[config.mk]
export PLATFORM = sky130hd
export DESIGN_NAME = imem_loader
export DESIGN_NICKNAME = d
export VERILOG_FILES = /design/src/rtl/imem_loader.sv
export SDC_FILE = /design/constraint.sdc
export NUM_CORES = 1
export LEC_CHECK = 0
export ABC_CLOCK_PERIOD_IN_PS = 4600
export CAP_MARGIN = 20
export CORE_MARGIN = 2
export CORE_UTILIZATION = 35
export DETAILED_ROUTE_END_ITERATION = 10
export PLACE_DENSITY = 0.61
export SLEW_MARGIN = 20
export SYNTH_ARGS = -nofsm -noshare
export SYNTH_HDL_FRONTEND = slang
export SYNTH_SLANG_ARGS = --single-unit
[constraint.sdc]
create_clock -name clk -period 4.6 [get_ports clk]
set_input_delay 1.15 -clock clk [delete_from_list [all_inputs] [get_ports clk]]
set_output_delay 1.15 -clock clk [all_outputs]
set_load 0.05 [all_outputs]
[src/rtl/imem_loader.sv]
// Instruction memory loader: accepts a length-prefixed, XOR-checksummed byte stream and
// writes it into instruction memory as little-endian 32-bit words while holding the CPU.
module imem_loader #(
    parameter int          ADDR_WIDTH = 8,
    parameter logic [31:0] BASE_ADDR  = 32'h0000_0000
) (
    input  logic                  clk,
    input  logic                  reset,
    input  logic                  start,
    input  logic [7:0]            rx_data,
    input  logic                  rx_valid,
    output logic                  rx_ready,
    output logic                  im_we,
    output logic [31:0]           im_addr,
    output logic [31:0]           im_wdata,
    output logic                  cpu_hold,
    output logic                  done,
    output logic                  error,
    output logic [ADDR_WIDTH:0]   words_loaded
);

    typedef enum logic [2:0] {
        S_IDLE, S_LEN0, S_LEN1, S_DATA, S_CHECK, S_DONE, S_ERROR
    } state_t;

    localparam logic [16:0]         MAX_WORDS = 17'(1) << ADDR_WIDTH;
    localparam logic [ADDR_WIDTH:0] ONE_WORD  = 1;

    state_t              state_q, state_d;
    logic [15:0]         len_q, len_d;
    logic [1:0]          lane_q, lane_d;
    logic [7:0]          csum_q, csum_d;
    logic [23:0]         word_q, word_d;
    logic                im_we_q, im_we_d;
    logic [31:0]         im_addr_q, im_addr_d;
    logic [31:0]         im_wdata_q, im_wdata_d;
    logic [ADDR_WIDTH:0] words_q, words_d;
    logic                done_q, done_d;
    logic                error_q, error_d;
    logic                rx_ready_q, rx_ready_d;
    logic                cpu_hold_q, cpu_hold_d;

    logic                accept;
    logic [15:0]         len_full;
    logic [ADDR_WIDTH:0] words_inc;

    assign accept    = rx_valid & rx_ready_q;
    assign len_full  = {rx_data, len_q[7:0]};
    assign words_inc = words_q + ONE_WORD;

    always_comb begin
        state_d    = state_q;
        len_d      = len_q;
        lane_d     = lane_q;
        csum_d     = csum_q;
        word_d     = word_q;
        im_we_d    = 1'b0;
        im_addr_d  = im_addr_q;
        im_wdata_d = im_wdata_q;
        words_d    = words_q;

        case (state_q)
            S_IDLE, S_DONE, S_ERROR: begin
                if (start) begin
                    state_d = S_LEN0;
                    words_d = '0;
                    csum_d  = '0;
                    lane_d  = '0;
                end
            end
            S_LEN0: begin
                if (accept) begin
                    len_d[7:0] = rx_data;
                    state_d    = S_LEN1;
                end
            end
            S_LEN1: begin
                if (accept) begin
                    len_d[15:8] = rx_data;
                    if ({1'b0, len_full} > MAX_WORDS) begin
                        state_d = S_ERROR;
                    end else if (len_full == 16'd0) begin
                        state_d = S_CHECK;
                    end else begin
                        state_d = S_DATA;
                    end
                end
            end
            S_DATA: begin
                if (accept) begin
                    csum_d = csum_q ^ rx_data;
                    lane_d = lane_q + 2'd1;
                    case (lane_q)
                        2'd0: word_d[7:0]   = rx_data;
                        2'd1: word_d[15:8]  = rx_data;
                        2'd2: word_d[23:16] = rx_data;
                        default: begin
                            // Word complete: the write pulse goes out on the next cycle
                            // while the byte stream keeps flowing.
                            im_we_d    = 1'b1;
                            im_wdata_d = {rx_data, word_q};
                            im_addr_d  = BASE_ADDR + 32'({words_q, 2'b00});
                            words_d    = words_inc;
                            if (17'(words_inc) == {1'b0, len_q}) begin
                                state_d = S_CHECK;
                            end
                        end
                    endcase
                end
            end
            S_CHECK: begin
                if (accept) begin
                    state_d = (rx_data == csum_q) ? S_DONE : S_ERROR;
                end
            end
            default: state_d = S_IDLE;
        endcase

        rx_ready_d = (state_d == S_LEN0) || (state_d == S_LEN1) ||
                     (state_d == S_DATA) || (state_d == S_CHECK);
        cpu_hold_d = (state_d != S_DONE);
        done_d     = (state_d == S_DONE);
        error_d    = (state_d == S_ERROR);
    end

    always_ff @(posedge clk or posedge reset) begin
        if (reset) begin
            state_q    <= S_IDLE;
            len_q      <= '0;
            lane_q     <= '0;
            csum_q     <= '0;
            word_q     <= '0;
            im_we_q    <= 1'b0;
            im_addr_q  <= '0;
            im_wdata_q <= '0;
            words_q    <= '0;
            done_q     <= 1'b0;
            error_q    <= 1'b0;
            rx_ready_q <= 1'b0;
            cpu_hold_q <= 1'b1;
        end else begin
            state_q    <= state_d;
            len_q      <= len_d;
            lane_q     <= lane_d;
            csum_q     <= csum_d;
            word_q     <= word_d;
            im_we_q    <= im_we_d;
            im_addr_q  <= im_addr_d;
            im_wdata_q <= im_wdata_d;
            words_q    <= words_d;
            done_q     <= done_d;
            error_q    <= error_d;
            rx_ready_q <= rx_ready_d;
            cpu_hold_q <= cpu_hold_d;
        end
    end

    assign rx_ready     = rx_ready_q;
    assign im_we        = im_we_q;
    assign im_addr      = im_addr_q;
    assign im_wdata     = im_wdata_q;
    assign cpu_hold     = cpu_hold_q;
    assign done         = done_q;
    assign error        = error_q;
    assign words_loaded = words_q;

endmodule

## After elaboration in Yosys (flattened, before gate mapping)

Cells that the tools add are included.

| cells by class | value |
|---|---|
| add/sub/neg operators | 2 |
| magnitude comparators | 1 |
| equal/unequal tests | 20 |
| mux-type cells | 24 |
| bitwise operators | 3 |
| reductions and logical operators | 17 |

Operator list:

| cell | number |
|---|---|
| $mux 3 | 9 |
| $mux 9 | 3 |
| $eq 3x3->1 const B | 6 |
| $pmux 9 s2 | 1 |
| $eq 9x16->1 | 1 |
| $gt 16x9->1 const B | 1 |
| $logic_not 16->1 | 1 |
| $mux 8 | 2 |
| $pmux 8 s2 | 1 |
| $pmux 3 s5 | 1 |
| $reduce_and 3->1 | 5 |
| $eq 3x2->1 const B | 4 |
| $add 9x1->9 const B | 1 |
| $eq 8x8->1 | 1 |
| $xor 8x8->8 | 1 |
| $eq 3x1->1 const B | 2 |
| $mux 2 | 3 |
| $ne 2x2->1 const B | 3 |
| $reduce_or 3->1 | 2 |
| $pmux 2 s2 | 1 |
| $reduce_and 2->1 | 2 |
| $reduce_and 4->1 | 1 |
| $logic_not 3->1 | 1 |
| $logic_or 1x1->1 | 3 |
| other kinds (9) | 11 |

| storage, ports and cells | value |
|---|---|
| register bits | 108 |
| input bits | 12 |
| output and inout bits | 78 |
| word-level logic and storage cells | 83 |

## Longest topological paths before layout

| depth | value |
|---|---|
| depth in word-level cells | 10 |
| gate-level depth with buffers | 9 |
| mapped depth without buffers | 8 |

## Least setup slack after synthesis

No wires, ideal clock.

| timing | value |
|---|---|
| kind | input to register |
| start point | input rx_data[3] |
| end point | register rx_ready_q, in the netlist rx_ready |
| setup time | 125 ps |
| arrival time | 2712 ps |
| required time | 4475 ps |
| slack | 1763 ps |
| stages on the path | 8 |
| buffers on the path | 1 |
| cell sequence | buf_6 > or4_4 > nand4b_4 > o211ai_2 > o21ai_2 > o21ai_2 > nand2b_1 > mux2_4 |

| on the way | value |
|---|---|
| longest elaborated chain between the ends | 9 |
| elaborated cells between the ends (all ways) | 16 |
| classes of those cells | 1 x order compare; 5 x eq/ne; 6 x mux; 4 x reduce/logical |

RTL lines:

| element | RTL line | text |
|---|---|---|
| from (decl) | 10 | `input logic [7:0] rx_data,` |
| parallel branches: the longest is 4 deep, another holds $gt 16x9->1 | - |  |
| $pmux 3 s5 (*) | 62 | `case (state_q)` |
| $eq 3x1->1 or $eq 3x2->1 (tied branches) | 119 | `rx_ready_d = (state_d == S_LEN0) \|\| (state_d == S_LEN1) \|\|` |
| $logic_or 1x1->1 (2 in a row) | 119 |  |
| $logic_or 1x1->1 (*) | 120 | `(state_d == S_DATA) \|\| (state_d == S_CHECK);` |
| named net rx_ready_d | 40 | `logic rx_ready_q, rx_ready_d;` |
| to (signal assigned) | 153 | `rx_ready_q <= rx_ready_d;` |
| to (decl) | 40 |  |

Mark *: on every way through the listed nets, which the timed path passes.
A chain may end at the register's enable or synchronous reset.

## Final worst setup path

Ends and elaborated chain as after synthesis.

==> qor.json <==
{
  "fill_cells": 1313,
  "globalRoute.totalOverflow": 0,
  "synth_edf_count": 0,
  "finalWorstPathRequiredPeriod_ns": 3.16,
  "post_cts.repair.setup_buffers": 0,
  "postSynthCellCount": 417,
  "maxCapViolCount": 0,
  "syn_area_per_cell_um2": 12.0,
  "die_area_um2": 15200,
  "start_util": 0.359,
  "setup_repair_after_global_routing_missed_its_margin": "no",
  "die_height_um": 123,
  "max-vdd-ir-drop_mv": 0.230,
  "sequential_cell_area_um2": 2700,
  "ant_nets": 0,
  "cts_inserted_buffers": 9,
  "async_reset_ff_frac": 1.00,
  "status": "complete, no violations",
  "synth-main-ff-cell": "sky130_fd_sc_hd__dfrtp_1",
  "fin_util": 0.434,
  "post_cts_resize_count": 0,
  "placement_rows": 43,
  "fin_area_um2": 6020,
  "grt_pass1_vias": 3290,
  "clock_sinks": 108,
  "setup.worst_path.class": "in2reg",
  "antenna_found_initial": 0,
  "syn_area_um2": 4980,
  "fin_tns_setup_ns": 0,
  "drc": 0,
  "dpl-instance-area_um2": 5700,
  "cts-htree-levels": 3,
  "global_placement_routability_congestion": 0.840,
  "grt_start_max_net_pins": 57,
  "cts_root_buf": "sky130_fd_sc_hd__clkbuf_16",
  "max_clock_freq_mhz": 316,
  "via_count": 3283,
  "cts_tree": "built",
  "reg_clk_slew_reported_paths_ns": 0.07,
  "finalMaxSlewViolations": 0,
  "endpoint_type_of_the_worst_setup_path": "flop",
  "finalHoldViolations": 0,
  "clock_latency_ns": 0.35,
  "core_um2": 13900,
  "critical_path.max_fanout": 10,
  "worst-endpoint-arrival_ns": 3.39,
  "finalPower_mw": 2.88,
  "multi_input_comb_area_um2": 2030,
  "routedWlPerCell_um": 16.0,
  "drive_gt1_frac": 0.214,
  "clock_skew_ns": 0.0112,
  "cts_hold_buf": 0,
  "ys_types": 49,
  "cellLeakagePower_nw": 2.77,
  "ys_seq_area_frac": 0.543,
  "post_drt_via_cell_ratio": 4.94,
  "synth_commonest_cells": "sky130_fd_sc_hd__dfrtp_1, sky130_fd_sc_hd__mux2_2, sky130_fd_sc_hd__nand2_1, sky130_fd_sc_hd__o21ai_0, sky130_fd_sc_hd__buf_4",
  "worstMarginPinSlew_ns": 0.711,
  "first_iter_violations": 142,
  "synthTopCellsByArea": "sky130_fd_sc_hd__dfrtp_1, sky130_fd_sc_hd__mux2_2, sky130_fd_sc_hd__o21ai_0",
  "synth_top_cell_area_share": 0.537,
  "io_pins": 90,
  "min_delay_path_class": "reg2reg",
  "area_growth_pct": 20.8,
  "timing.critical_path.required_ns": 4.83,
  "post-route-period-util": 0.688,
  "cts-root-to-sink-buffers": 2,
  "grt_use_total": 0.151,
  "place.detailed.hpwl_um": 7180,
  "timing.max_slew.rel_slack": 0.526,
  "route.final.wire_length_um": 10700,
  "setup_violations": 0,
  "ys_ff_latch": 108,
  "cp-start-kind": "primary input",
  "die_width_um": 123,
  "yosysTopAreaCell": "sky130_fd_sc_hd__dfrtp_1",
  "final_nets": 497,
  "antenna_cells_inserted": 0,
  "yosysWarnings": 0,
  "pwr_density_cell_nw_per_um2": 479,
  "yosysMostFrequentCell": "sky130_fd_sc_hd__dfrtp_1",
  "io_buffer_count": 66,
  "firstDrtPassIters": 4,
  "grt_first_pass_wirelength_um": 17400
}
final cells by class:
cell class                 instances  area share
inverter                           8     0.00540
tap                              180      0.0374
multi-input combinational        283       0.337
clock inverter                     6      0.0160
clock buffer                      10      0.0380
sequential                       108       0.449
timing repair buffer              70       0.117
path summary, 6_finish.rpt:
check                                start            to  slack [ns]  depth (start not counted)
worst max-delay path            rx_data[3]      rx_ready        1.44                          8
worst min-delay path             word_q[1]     word_q[1]        0.48                          2
worst max register to register  state_q[2]  im_wdata[17]        2.28                          6
worst min register to register   word_q[1]     word_q[1]        0.48                          2
max in group asynchronous            reset      cpu_hold        2.55                          3
min in group asynchronous            reset   im_wdata[7]        1.26                          2
cells in the final DEF (no fill, tap or decap), drive strengths merged, types with 3 or more instances in the layout:
cell type,instances
o21ai,43
a21oi,6
nor3,3
nand2b,4
clkbuf,10
inv,9
clkdlybuf4s50,66
nand2,44
mux2,72
o31ai,6
conb,23
nor4,4
ha,5
and3,4
and2,3
xor2,9
dfrtp,107
nor2,15
xnor2,11
clkinv,3
buf,4
nand3,8
metrics by stage:
stage	hold slack (ns)	cells	setup slack [ns]
after global placement	0.463	649	1.09
after CTS	0.489	665	1.44
after global routing	0.524	665	1.34
after floorplan	0.442	439	0.606
final	0.483	665	1.44
after detailed placement	0.470	649	1.06
critical path, cell delays in order:
cell                              delay (ns)
sky130_fd_sc_hd__clkdlybuf4s50_1        0.61
sky130_fd_sc_hd__or4_4                  0.62
sky130_fd_sc_hd__nand4b_4               0.18
sky130_fd_sc_hd__o211ai_2               0.20
sky130_fd_sc_hd__o21ai_2                0.08
sky130_fd_sc_hd__o21ai_2                0.15
sky130_fd_sc_hd__nand2b_1               0.09
sky130_fd_sc_hd__mux2_4                 0.29
report_power, final:
| group | internal [mW] | total, mW | switching, mW |
|---|---|---|---|
| clock network | 0.485 | 0.846 | 0.361 |
| registers | 1.15 | 1.32 | 0.168 |
| logic | 0.317 | 0.719 | 0.403 |
| total | 1.95 | 2.88 | 0.931 |
registers in the layout, summed over array words and instances, names as in the netlist:
signal        cells
word_q           24
state_q           3
error             1
lane_q            2
im_addr           9
csum_q            8
rx_ready          1
len_q            16
im_wdata         32
done              1
im_we             1
cpu_hold          1
words_loaded      9
metal layers:
metal | part of all wire | vias to the layer above | track usage
met1 | 0.45 | 1645 | 0.197
met3 | 0.051 | 13 | 0.0406
met4 | 0.018 | 0 | 0.0497
met2 | 0.48 | 92 | 0.243
met5 | 0 | - | 0
li1 | - | 1533 | -
logic make-up after synthesis:
family / Yosys count / synth area share
multiplexers: 73 / 0.165
XOR/XNOR: 20 / 0.0351
adder cells (fa/ha/maj): 6 / 0.0146
AO/OA/AOI/OAI: 65 / 0.0778
flip-flops: 108 / 0.543
other: 1 / 0.000752
buffers and inverters: 48 / 0.0670
AND/OR/NAND/NOR: 96 / 0.0967
Power figures use the tool's default switching activity.
